**src/rtl/hdmi_pkg.sv**
```systemverilog
// Shared types and constants for the HDMI output timing path: pixel type,
// default 640x480 VGA timing, controller states and the colour-bar table.
`timescale 1ns/1ps
package hdmi_pkg;

  localparam int PKG_BPP = 24;
  typedef logic [PKG_BPP-1:0] pixel_t;

  localparam int VGA_H_RES  = 640;
  localparam int VGA_H_FP   = 16;
  localparam int VGA_H_SYNC = 96;
  localparam int VGA_H_BP   = 48;
  localparam int VGA_V_RES  = 480;
  localparam int VGA_V_FP   = 10;
  localparam int VGA_V_SYNC = 2;
  localparam int VGA_V_BP   = 33;

  typedef enum logic [1:0] {
    IDLE     = 2'd0,
    RUN      = 2'd1,
    STOPPING = 2'd2
  } state_e;

  // White, yellow, cyan, green, magenta, red, blue, black.
  localparam pixel_t COLOUR_BARS [8] = '{
    24'hFFFFFF, 24'hFFFF00, 24'h00FFFF, 24'h00FF00,
    24'hFF00FF, 24'hFF0000, 24'h0000FF, 24'h000000
  };

endpackage

```
**src/rtl/hdmi_timing_counter.sv**
```systemverilog
// Raster position counters and region decode (active, sync, last pixel of frame).
`timescale 1ns/1ps
module hdmi_timing_counter
  import hdmi_pkg::*;
#(
  parameter int H_RES_PIX = VGA_H_RES,
  parameter int H_FP      = VGA_H_FP,
  parameter int H_SYNC    = VGA_H_SYNC,
  parameter int H_BP      = VGA_H_BP,
  parameter int V_RES_PIX = VGA_V_RES,
  parameter int V_FP      = VGA_V_FP,
  parameter int V_SYNC    = VGA_V_SYNC,
  parameter int V_BP      = VGA_V_BP,
  parameter int HCW       = $clog2(H_RES_PIX + H_FP + H_SYNC + H_BP),
  parameter int VCW       = $clog2(V_RES_PIX + V_FP + V_SYNC + V_BP)
) (
  input  logic           clk_i,
  input  logic           rst_ni,
  input  logic           run_i,
  output logic [HCW-1:0] h_cnt_o,
  output logic [VCW-1:0] v_cnt_o,
  output logic           active_o,
  output logic           hs_region_o,
  output logic           vs_region_o,
  output logic           frame_end_o
);

  localparam int H_TOTAL = H_RES_PIX + H_FP + H_SYNC + H_BP;
  localparam int V_TOTAL = V_RES_PIX + V_FP + V_SYNC + V_BP;

  logic [HCW-1:0] h_q, h_d;
  logic [VCW-1:0] v_q, v_d;
  logic           h_last, v_last;

  assign h_last = (h_q == HCW'(H_TOTAL - 1));
  assign v_last = (v_q == VCW'(V_TOTAL - 1));

  // Counters sit at the origin whenever the raster is not running.
  always_comb begin
    h_d = h_q;
    v_d = v_q;
    if (!run_i) begin
      h_d = '0;
      v_d = '0;
    end else if (h_last) begin
      h_d = '0;
      v_d = v_last ? '0 : v_q + 1'b1;
    end else begin
      h_d = h_q + 1'b1;
    end
  end

  always_ff @(posedge clk_i or negedge rst_ni) begin
    if (!rst_ni) begin
      h_q <= '0;
      v_q <= '0;
    end else begin
      h_q <= h_d;
      v_q <= v_d;
    end
  end

  assign h_cnt_o     = h_q;
  assign v_cnt_o     = v_q;
  assign active_o    = (h_q < HCW'(H_RES_PIX)) && (v_q < VCW'(V_RES_PIX));
  assign hs_region_o = (h_q >= HCW'(H_RES_PIX + H_FP)) &&
                       (h_q <  HCW'(H_RES_PIX + H_FP + H_SYNC));
  assign vs_region_o = (v_q >= VCW'(V_RES_PIX + V_FP)) &&
                       (v_q <  VCW'(V_RES_PIX + V_FP + V_SYNC));
  assign frame_end_o = h_last && v_last;

endmodule

```
**src/rtl/hdmi_out_timing_gen.sv**
```systemverilog
// HDMI transmit timing generator: frame-buffer read requests plus a two-stage
// output pipeline. Optional colour bars via HDMI_OUT_TEST_PATTERN_EN.
`timescale 1ns/1ps
module hdmi_out_timing_gen
  import hdmi_pkg::*;
#(
  parameter int H_RES_PIX      = VGA_H_RES,
  parameter int H_FP           = VGA_H_FP,
  parameter int H_SYNC         = VGA_H_SYNC,
  parameter int H_BP           = VGA_H_BP,
  parameter int V_RES_PIX      = VGA_V_RES,
  parameter int V_FP           = VGA_V_FP,
  parameter int V_SYNC         = VGA_V_SYNC,
  parameter int V_BP           = VGA_V_BP,
  parameter int BITS_PER_PIXEL = PKG_BPP,
  parameter int HS_POL         = 1,
  parameter int VS_POL         = 1,
  parameter int HPW            = $clog2(H_RES_PIX),
  parameter int VPW            = $clog2(V_RES_PIX)
) (
  input  logic                      vid_clk,
  input  logic                      reset_n,
  input  logic                      en,
`ifdef HDMI_OUT_TEST_PATTERN_EN
  input  logic                      tp_sel,
`endif
  output logic [HPW-1:0]            Hpos,
  output logic [VPW-1:0]            Vpos,
  output logic                      pix_req,
  output logic                      frame_start,
  input  logic [BITS_PER_PIXEL-1:0] pixel_in,
  output logic                      Hsync,
  output logic                      Vsync,
  output logic                      Active_pix,
  output logic [BITS_PER_PIXEL-1:0] pixel_out
);

  localparam int   HCW    = $clog2(H_RES_PIX + H_FP + H_SYNC + H_BP);
  localparam int   VCW    = $clog2(V_RES_PIX + V_FP + V_SYNC + V_BP);
  localparam logic HS_ACT = (HS_POL != 0);
  localparam logic VS_ACT = (VS_POL != 0);

  state_e         state_q, state_d;
  logic           running;
  logic [HCW-1:0] h_cnt;
  logic [VCW-1:0] v_cnt;
  logic           active, hs_region, vs_region, frame_end;

  hdmi_timing_counter #(
    .H_RES_PIX(H_RES_PIX), .H_FP(H_FP), .H_SYNC(H_SYNC), .H_BP(H_BP),
    .V_RES_PIX(V_RES_PIX), .V_FP(V_FP), .V_SYNC(V_SYNC), .V_BP(V_BP),
    .HCW(HCW), .VCW(VCW)
  ) u_counter (
    .clk_i      (vid_clk),
    .rst_ni     (reset_n),
    .run_i      (running),
    .h_cnt_o    (h_cnt),
    .v_cnt_o    (v_cnt),
    .active_o   (active),
    .hs_region_o(hs_region),
    .vs_region_o(vs_region),
    .frame_end_o(frame_end)
  );

  always_ff @(posedge vid_clk or negedge reset_n) begin
    if (!reset_n) state_q <= IDLE;
    else          state_q <= state_d;
  end

  // A dropped enable only stops the raster on the last pixel of a frame.
  always_comb begin
    state_d = state_q;
    unique case (state_q)
      IDLE:     if (en) state_d = RUN;
      RUN:      if (!en) state_d = frame_end ? IDLE : STOPPING;
      STOPPING: if (en) state_d = RUN;
                else if (frame_end) state_d = IDLE;
      default:  state_d = IDLE;
    endcase
  end

  always_comb running = (state_q != IDLE);

  logic           req_d;
  logic           pix_req_q, fs_q, hs_p1_q, vs_p1_q;
  logic [HPW-1:0] hpos_q;
  logic [VPW-1:0] vpos_q;

  assign req_d = running && active;

  // Stage 1: read request to the frame buffer
  always_ff @(posedge vid_clk or negedge reset_n) begin
    if (!reset_n) begin
      pix_req_q <= 1'b0;
      hpos_q    <= '0;
      vpos_q    <= '0;
      fs_q      <= 1'b0;
      hs_p1_q   <= 1'b0;
      vs_p1_q   <= 1'b0;
    end else begin
      pix_req_q <= req_d;
      hpos_q    <= req_d ? HPW'(h_cnt) : '0;
      vpos_q    <= req_d ? VPW'(v_cnt) : '0;
      fs_q      <= running && (h_cnt == '0) && (v_cnt == '0);
      hs_p1_q   <= running && hs_region;
      vs_p1_q   <= running && vs_region;
    end
  end

  logic [BITS_PER_PIXEL-1:0] pix_src, pix_d;

`ifdef HDMI_OUT_TEST_PATTERN_EN
  localparam int BAR_W = H_RES_PIX / 8;
  logic [2:0] bar_idx;
  assign bar_idx = 3'(hpos_q / HPW'(BAR_W));
`endif

  always_comb begin
    pix_src = pixel_in;
`ifdef HDMI_OUT_TEST_PATTERN_EN
    if (tp_sel) pix_src = BITS_PER_PIXEL'(COLOUR_BARS[bar_idx]);
`endif
    pix_d = pix_req_q ? pix_src : '0;
  end

  logic                      act_p2_q, hs_p2_q, vs_p2_q;
  logic [BITS_PER_PIXEL-1:0] pix_p2_q;

  // Stage 2: registered pixel and syncs to the encoder
  always_ff @(posedge vid_clk or negedge reset_n) begin
    if (!reset_n) begin
      act_p2_q <= 1'b0;
      pix_p2_q <= '0;
      hs_p2_q  <= ~HS_ACT;
      vs_p2_q  <= ~VS_ACT;
    end else begin
      act_p2_q <= pix_req_q;
      pix_p2_q <= pix_d;
      hs_p2_q  <= hs_p1_q ? HS_ACT : ~HS_ACT;
      vs_p2_q  <= vs_p1_q ? VS_ACT : ~VS_ACT;
    end
  end

  assign pix_req     = pix_req_q;
  assign Hpos        = hpos_q;
  assign Vpos        = vpos_q;
  assign frame_start = fs_q;
  assign Active_pix  = act_p2_q;
  assign pixel_out   = pix_p2_q;
  assign Hsync       = hs_p2_q;
  assign Vsync       = vs_p2_q;

endmodule

```
**config.mk**
```make
export PLATFORM = sky130hd
export DESIGN_NAME = hdmi_out_timing_gen
export DESIGN_NICKNAME = d
export VERILOG_FILES = /design/src/rtl/hdmi_pkg.sv /design/src/rtl/hdmi_timing_counter.sv /design/src/rtl/hdmi_out_timing_gen.sv
export SDC_FILE = /design/constraint.sdc
export NUM_CORES = 1
export LEC_CHECK = 0
export CAP_MARGIN = 30
export CORE_ASPECT_RATIO = 0.6
export CORE_MARGIN = 8
export CORE_UTILIZATION = 44
export DETAILED_ROUTE_END_ITERATION = 10
export PLACE_DENSITY = 0.82
export SLEW_MARGIN = 20
export SYNTH_ARGS = -nofsm -noshare
export SYNTH_HDL_FRONTEND = slang
export SYNTH_SLANG_ARGS = --single-unit
```
**constraint.sdc**
```tcl
create_clock -name vid_clk -period 1.53 [get_ports vid_clk]
set_input_delay 0.306 -clock vid_clk [delete_from_list [all_inputs] [get_ports vid_clk]]
set_output_delay 0.306 -clock vid_clk [all_outputs]
set_load 0.02 [all_outputs]
```
==> results of run 1 <==
==> how the worst min path moves through the flow <==
stage,to,slack (ns),cells past startpoint
global placement,Vsync$_DFF_PN0_,0.33,0
detailed placement,Hsync$_DFF_PN0_,0.34,0
global route,Hsync$_DFF_PN0_,0.35,0
finish,Hsync$_DFF_PN0_,0.35,0
floorplan,Active_pix$_DFF_PN0_,0.01,0
CTS,Hsync$_DFF_PN0_,0.35,0
==> area by class of cell <==
class | count | area (µm²) | share of cell area [%]
tap | 87 | 109 | 2.55
timing repair buffer | 116 | 1050 | 24.6
inverter | 7 | 26.3 | 0.614
clock buffer | 10 | 128 | 2.98
sequential | 72 | 1800 | 42.2
multi-input combinational | 146 | 1110 | 26.1
clock inverter | 6 | 42.5 | 0.995
==> cells by family after synthesis <==
group / after synthesis
and+or+nand+nor: 109
DFF: 72
AOI/OAI and AO/OA: 25
buffers and inverters: 21
xor gates and xnor gates: 8
adders and majority gates: 4
==> Yosys cell counts (3+ instances only) <==
library cell  instances
dfrtp_1              72
and2_1               42
nor2_1               14
nand2_1              11
a31oi_1               9
inv_1                 7
nand3_1               7
buf_6                 5
nor3_1                5
xnor2_1               5
ha_1                  4
nand4_1               4
buf_2                 3
clkbuf_1              3
nor4_1                3
xor2_1                3
==> metal layers <==
metal | vias to the layer above | wire, µm | track usage (%)
li1 | 1038 | - | -
met1 | 1093 | 3320 | 19.8
met2 | 105 | 3290 | 21.8
met3 | 5 | 864 | 8.00
met4 | 0 | 61 | 4.16
met5 | - | 0 | 0
==> where the power goes <==
part | switching, µW | total (µW) | internal, µW
Combinational | 433 | 812 | 379
Sequential | 54.8 | 2080 | 2030
Clock | 709 | 1300 | 593
Total | 1200 | 4200 | 3000
==> state kept, by name, indices dropped and copies added (netlist names), 2 cells and up <==
| name | count |
|---|---|
| u_counter.h_cnt_o | 10 |
| Vpos | 9 |
| Hpos | 10 |
| pixel_out | 24 |
| state_q | 2 |
| u_counter.v_cnt_o | 10 |
==> timing repair <==
action	4_1_cts	5_1_grt
pin swaps	1	12
hold buffers	1	0
setup endpoints to repair	66	22
buffers inserted	1	8
endpoints found under the hold margin	66	0
cloned	0	2
gates resized for setup	54	21
==> worst max-delay path, cell delays in order, from the launching register on <==
cell and delay, ns:
dfrtp_1 0.40, inv_2 0.09, ha_4 0.13, nor4b_4 0.20, buf_4 0.17, a31oi_4 0.14, o2bb2ai_2 0.17, a32o_1 0.19
==> stage by stage <==
step | instance area (µm²) | util [%] | setup slack, ns | total power (µW) | hold slack [ns]
6_report | 4280 | 65.2 | -0.0675 | 4200 | 0.348
4_1_cts | 4110 | 62.6 | -0.0284 | 4200 | 0.345
2_1_floorplan | 2960 | - | 0.00578 | 2510 | 0.0104
5_1_grt | 4280 | 65.2 | -0.124 | 4430 | 0.348
3_5_place_dp | 3960 | 60.3 | -0.0879 | 2950 | 0.336
3_3_place_gp | 3960 | 60.3 | 0.00652 | 2920 | 0.334
==> qor.yml, run 1 <==
yosys:
  synthCells: 239
  ys_ff_latch: 72
  syn_nets: 270
  synth_xor_area_share_pct: 2.39
  seq_area_frac_synth_pct: 61.5
  yosysTopAreaCellShare_pct: 61.5
  yosys.area_share.simple_pct: 23.6
  synth_compound_area_share_pct: 5.98
  synth-edff-count: 0
  synth_cell_type_count: 50
  async_reset_ff_share_pct: 100
  synth_mux_area_share_pct: 0
  synth_top_area_cell: "dfrtp_1"
  synth_top_family_by_area: "simple AND/OR/NAND/NOR gates"
  ys.flop_type: "dfrtp_1"
  synth_fa_ha_area_share_pct: 1.71
  synthTopCellsByArea: "dfrtp_1 (61%), and2_1 (9.0%), a31oi_1 (1.9%), buf_6 (1.9%), nor2_1 (1.8%)"
  syn_area_um2: 2930
  avgSynthCellArea_um2: 12.3
  ys.warnings.count: 0
worst_setup_path:
  timing.rr.end: "u_counter.v_cnt_o[6]$_DFFE_PN0P_"
  r2r_cells: 7
  worstPathRequired_ns: 1.76
  cp-start-kind: "flop"
  crit_type: "flop to flop"
  r2r_slack_ns: -0.07
  crit_arrival_ns: 1.83
  r2r-start: "u_counter.v_cnt_o[1]$_DFFE_PN0P_"
  cp-startpoint: "u_counter.v_cnt_o[1]$_DFFE_PN0P_"
  crit_path_end_kind: "flop"
  worstPathMaxFanout: 8
  endpoint: "u_counter.v_cnt_o[6]$_DFFE_PN0P_"
finish:
  final_cell_mix: "dfrtp_1 (70), dlygate4sd2_1 (48), and2_1 (42), buf_4 (33), clkdlybuf4s50_1 (25)"
  area_delta_synth_final_pct: 45.9
  num-nets-final: 383
  layout_commonest_cell: "dfrtp_1"
  fin_cells: 444
  insertedDiodeCount: 0
  drive_gt1_share_pct: 24.1
  fill_cells: 495
run:
  max_cap_viol_count: 0
sta:
  fmax_mhz: 626
  fin_ws_ns: -0.0675
  fin_skew_ns: 0.0100
  drv_slew: 0
  rsz0062_at_grt: "yes"
  final_hold_viol_count: 0
  maxSlewHeadroom_pct: 75.2
  timing.final.crit_share_pct: 104
  fin_crit_ns: 1.60
  tightest_slew_ns: 0.372
  setup_tns_ns: -0.0675
  setup_violations: 1
min_path:
  worst_hold_path_type: "flop to flop"
  hold_start: "hs_p1_q$_DFF_PN0_"
drt:
  drc: 0
  wl_per_cell_um: 17.0
  first_iter_violations: 236
  vias: 2241
  final_antenna_net_count: 0
  detail_route.first_pass.iterations: 4
  viasPerCell: 5.05
  postRouteWirelength_um: 7540
placement:
  dp.cells: 416
  hpwl_um: 5050
  numPortBuffers: 74
  gp_congestion: 0.814
grt:
  grt_max_degree: 73
  antenna_found_initial: 0
  grt_pass1_vias: 2132
  grtUsageTotal_pct: 15.3
  grt_overflow: 0
  grt_pass1_wl_um: 11300
power_and_ir_drop:
  ir_worst_vdd_v: 0.000566
  p_per_area_nw_per_um2: 982
  leakagePower_uw: 0.00209
die:
  die_w_um: 121
  coreArea_um2: 6560
  initial_core_util_pct: 44.7
  dieArea_um2: 9610
  row_count: 23
  io_pins: 75
  die_y_um: 79.2
cts:
  cts_max_path_buffers: 2
  cts-htree-levels: 3
  clk_latency_ns: 0.35
  clock_sinks: 72
  numCtsBuffers: 9
  root_buffer: "clkbuf_8"
  clkTransAtPathRegs_ns: 0.07
  tritoncts: "done"
run_status:
  violations: "negative setup slack"
  status: "finished, violations left"
Note: power is estimated with default switching activity, not from simulation.
==> run 2, diff against run 1 <==
Settings changed: SETUP_SLACK_MARGIN from default to 0.4.
==> run 2 against run 1 <==
Effect of this change: the run still ends with negative setup slack left; clock skew fell by 0.0039 ns; highest routed layer unchanged; via count is 4.2% higher; utilization up 7.4 points; die area did not move; total power up 11%; maximum frequency is 0.14% lower; critical path depth down 3; combinational power rose by 32%; global-route usage grew 1.9 points; count of clock-buffer cells in the layout is the same; largest power group unchanged.
==> qor.yml, run 2 (synthesis gave the netlist of run 1 again) <==
worst_setup_path:
  slowest_delay_ns: 0.48  # +0.08 ns
  crit_arrival_ns: 1.84  # about the same
  cp-start-kind: "flop"
  path_buf_inv: 0  # -2
  crit_chain: "nor2_2 -> a31oi_4 -> o2bb2ai_2 -> a32o_1"
  crit_path_end_kind: "flop"
  cp_top_family: "compound AO/OA/AOI/OAI gates"
  crit_type: "flop to flop"
  worstPathRequired_ns: 1.77  # about the same
  worstPathMaxFanout: 7  # -1
  cpMaxStageDelayCell: "dfrtp_1"
run_status:
  violations: "negative setup slack"
  status: "finished, violations left"
die:
  initial_core_util_pct: 44.7  # unchanged
  io_pins: 75  # unchanged
  coreArea_um2: 6560  # unchanged
  row_count: 23  # unchanged
  die_w_um: 121  # unchanged
  dieArea_um2: 9610  # unchanged
  die_y_um: 79.2  # unchanged
sta:
  rsz0062_at_grt: "yes"
  timing.final.crit_share_pct: 105  # +0.14 points
  setup_violations: 6  # +5
  maxSlewHeadroom_pct: 71.3  # -4.0 points
  fin_skew_ns: 0.00615  # -0.00385 ns
  fin_ws_ns: -0.0697  # -0.00218 ns
  drv_slew: 0  # unchanged
  final_hold_viol_count: 0  # unchanged
  fmax_mhz: 625  # -0.14%
  tightest_slew_ns: 0.431  # +0.0588 ns
  fin_crit_ns: 1.60  # +0.00218 ns
  setup_tns_ns: -0.231  # -0.163 ns
finish:
  multi_input_area_um2: 1330  # +19%
  fill_cells: 425  # -14%
  insertedDiodeCount: 0  # unchanged
  num-nets-final: 399  # +4.2%
  largest_register_ffs: 24  # unchanged
  final_cell_mix: "dfrtp_1 (68), buf_6 (63), buf_4 (40), and2_1 (32), clkdlybuf4s50_1 (25)"
  layout_commonest_cell: "dfrtp_1"
  area_delta_synth_final_pct: 62.6
  ff_latch_area_um2: 1810  # +0.14%
  final_util_pct: 72.6  # +7.4 points
  drive_gt1_share_pct: 49.1  # +25 points
placement:
  gp_congestion: 0.898  # +10%
  place_worst_setup_slack_ns: -0.122  # -0.0341 ns
  hpwl_um: 5030  # -0.34%
  numPortBuffers: 74  # unchanged
drt:
  drc: 0  # unchanged
  wl_per_cell_um: 18.2  # +7.3%
  viasPerCell: 5.08  # +0.57%
  postRouteWirelength_um: 8380  # +11%
  vias: 2335  # +4.2%
  final_antenna_net_count: 0  # unchanged
  detail_route.first_pass.iterations: 4  # unchanged
  first_iter_violations: 289  # +22%
cts:
  cts_max_path_buffers: 2  # unchanged
  clkTransAtPathRegs_ns: 0.08  # about the same
  cts-htree-levels: 3  # unchanged
  tritoncts: "done"
  clk_latency_ns: 0.35  # about the same
  numCtsBuffers: 9  # unchanged
  root_buffer: "clkbuf_8"
  clock_sinks: 72  # unchanged
power_and_ir_drop:
  p_per_area_nw_per_um2: 980  # -0.18%
  total_power_uw: 4670  # +11%
  leakagePower_uw: 0.00218  # +4.3%
  ir_worst_vdd_v: 0.000658  # +16%
grt:
  grt_max_degree: 73  # unchanged
  grt_pass1_wl_um: 12700  # +13%
  antenna_found_initial: 0  # unchanged
  grt_pass1_vias: 2294  # +7.6%
  grtUsageTotal_pct: 17.2  # +1.9 points
  grt_overflow: 0  # unchanged
run:
  max_cap_viol_count: 0  # unchanged
min_path:
  worst_hold_path_type: "flop to flop"
## run 2: path summary, 6_finish.rpt
check	from	to	slack, ns	cells after the start
max reg2reg	u_counter.v_cnt_o[7]$_DFFE_PN0P_	u_counter.v_cnt_o[6]$_DFFE_PN0P_	-0.07	4
max in group asynchronous	reset_n	u_counter.v_cnt_o[2]$_DFFE_PN0P_	0.69	3
min reg2reg	hs_p1_q$_DFF_PN0_	Hsync$_DFF_PN0_	0.36	0
max	u_counter.v_cnt_o[7]$_DFFE_PN0P_	u_counter.v_cnt_o[6]$_DFFE_PN0P_	-0.07	4
min	hs_p1_q$_DFF_PN0_	Hsync$_DFF_PN0_	0.36	0
min in group asynchronous	reset_n	pixel_out[12]$_DFF_PN0_	0.51	3
## run 2: cell type report
| type | count | share of cell area [%] |
|---|---|---|
| clock inverter | 6 | 1.44 |
| sequential | 72 | 37.9 |
| inverter | 7 | 0.604 |
| timing repair buffer | 131 | 27.2 |
| multi-input combinational | 147 | 27.9 |
| tap | 87 | 2.28 |
| clock buffer | 10 | 2.68 |
## run 2: timing repair
item	4_1_cts	5_1_grt
gates cloned	4	1
setup endpoints to repair	89	91
hold buffers	1	0
buffers inserted	13	6
pin swaps	25	17
hold endpoints to repair	72	0
gates resized for setup	356	19
## run 2: stage by stage
stage | instance area (µm²) | std cells | hold slack [ns]
floorplan | 2990 | 239 | 0.0104
global placement | 3970 | 419 | 0.331
detailed placement | 3970 | 419 | 0.340
CTS | 4610 | 453 | 0.358
global route | 4760 | 460 | 0.362
finish | 4760 | 460 | 0.356
## run 2: metal layers
| layer | vias to the layer above | GRT usage (%) | routed length (µm) |
|---|---|---|---|
| li1 | 1078 | - | - |
| met1 | 1131 | 21.3 | 3480 |
| met2 | 113 | 26.6 | 3950 |
| met3 | 13 | 7.22 | 831 |
| met4 | 0 | 6.00 | 119 |
| met5 | - | 0 | 0 |
## run 2: report_power, final
part	internal (µW)	leakage [µW]	switching [µW]
sequential	2030	0.000949	84.2
clock	761	0.0000968	726
combinational	572	0.00114	495
==> run 3, diff against run 2 <==
Settings changed: SLEW_MARGIN 20 to default.
==> results of run 3 <==
Final layout, timing and power as in run 2 (identical DEF).
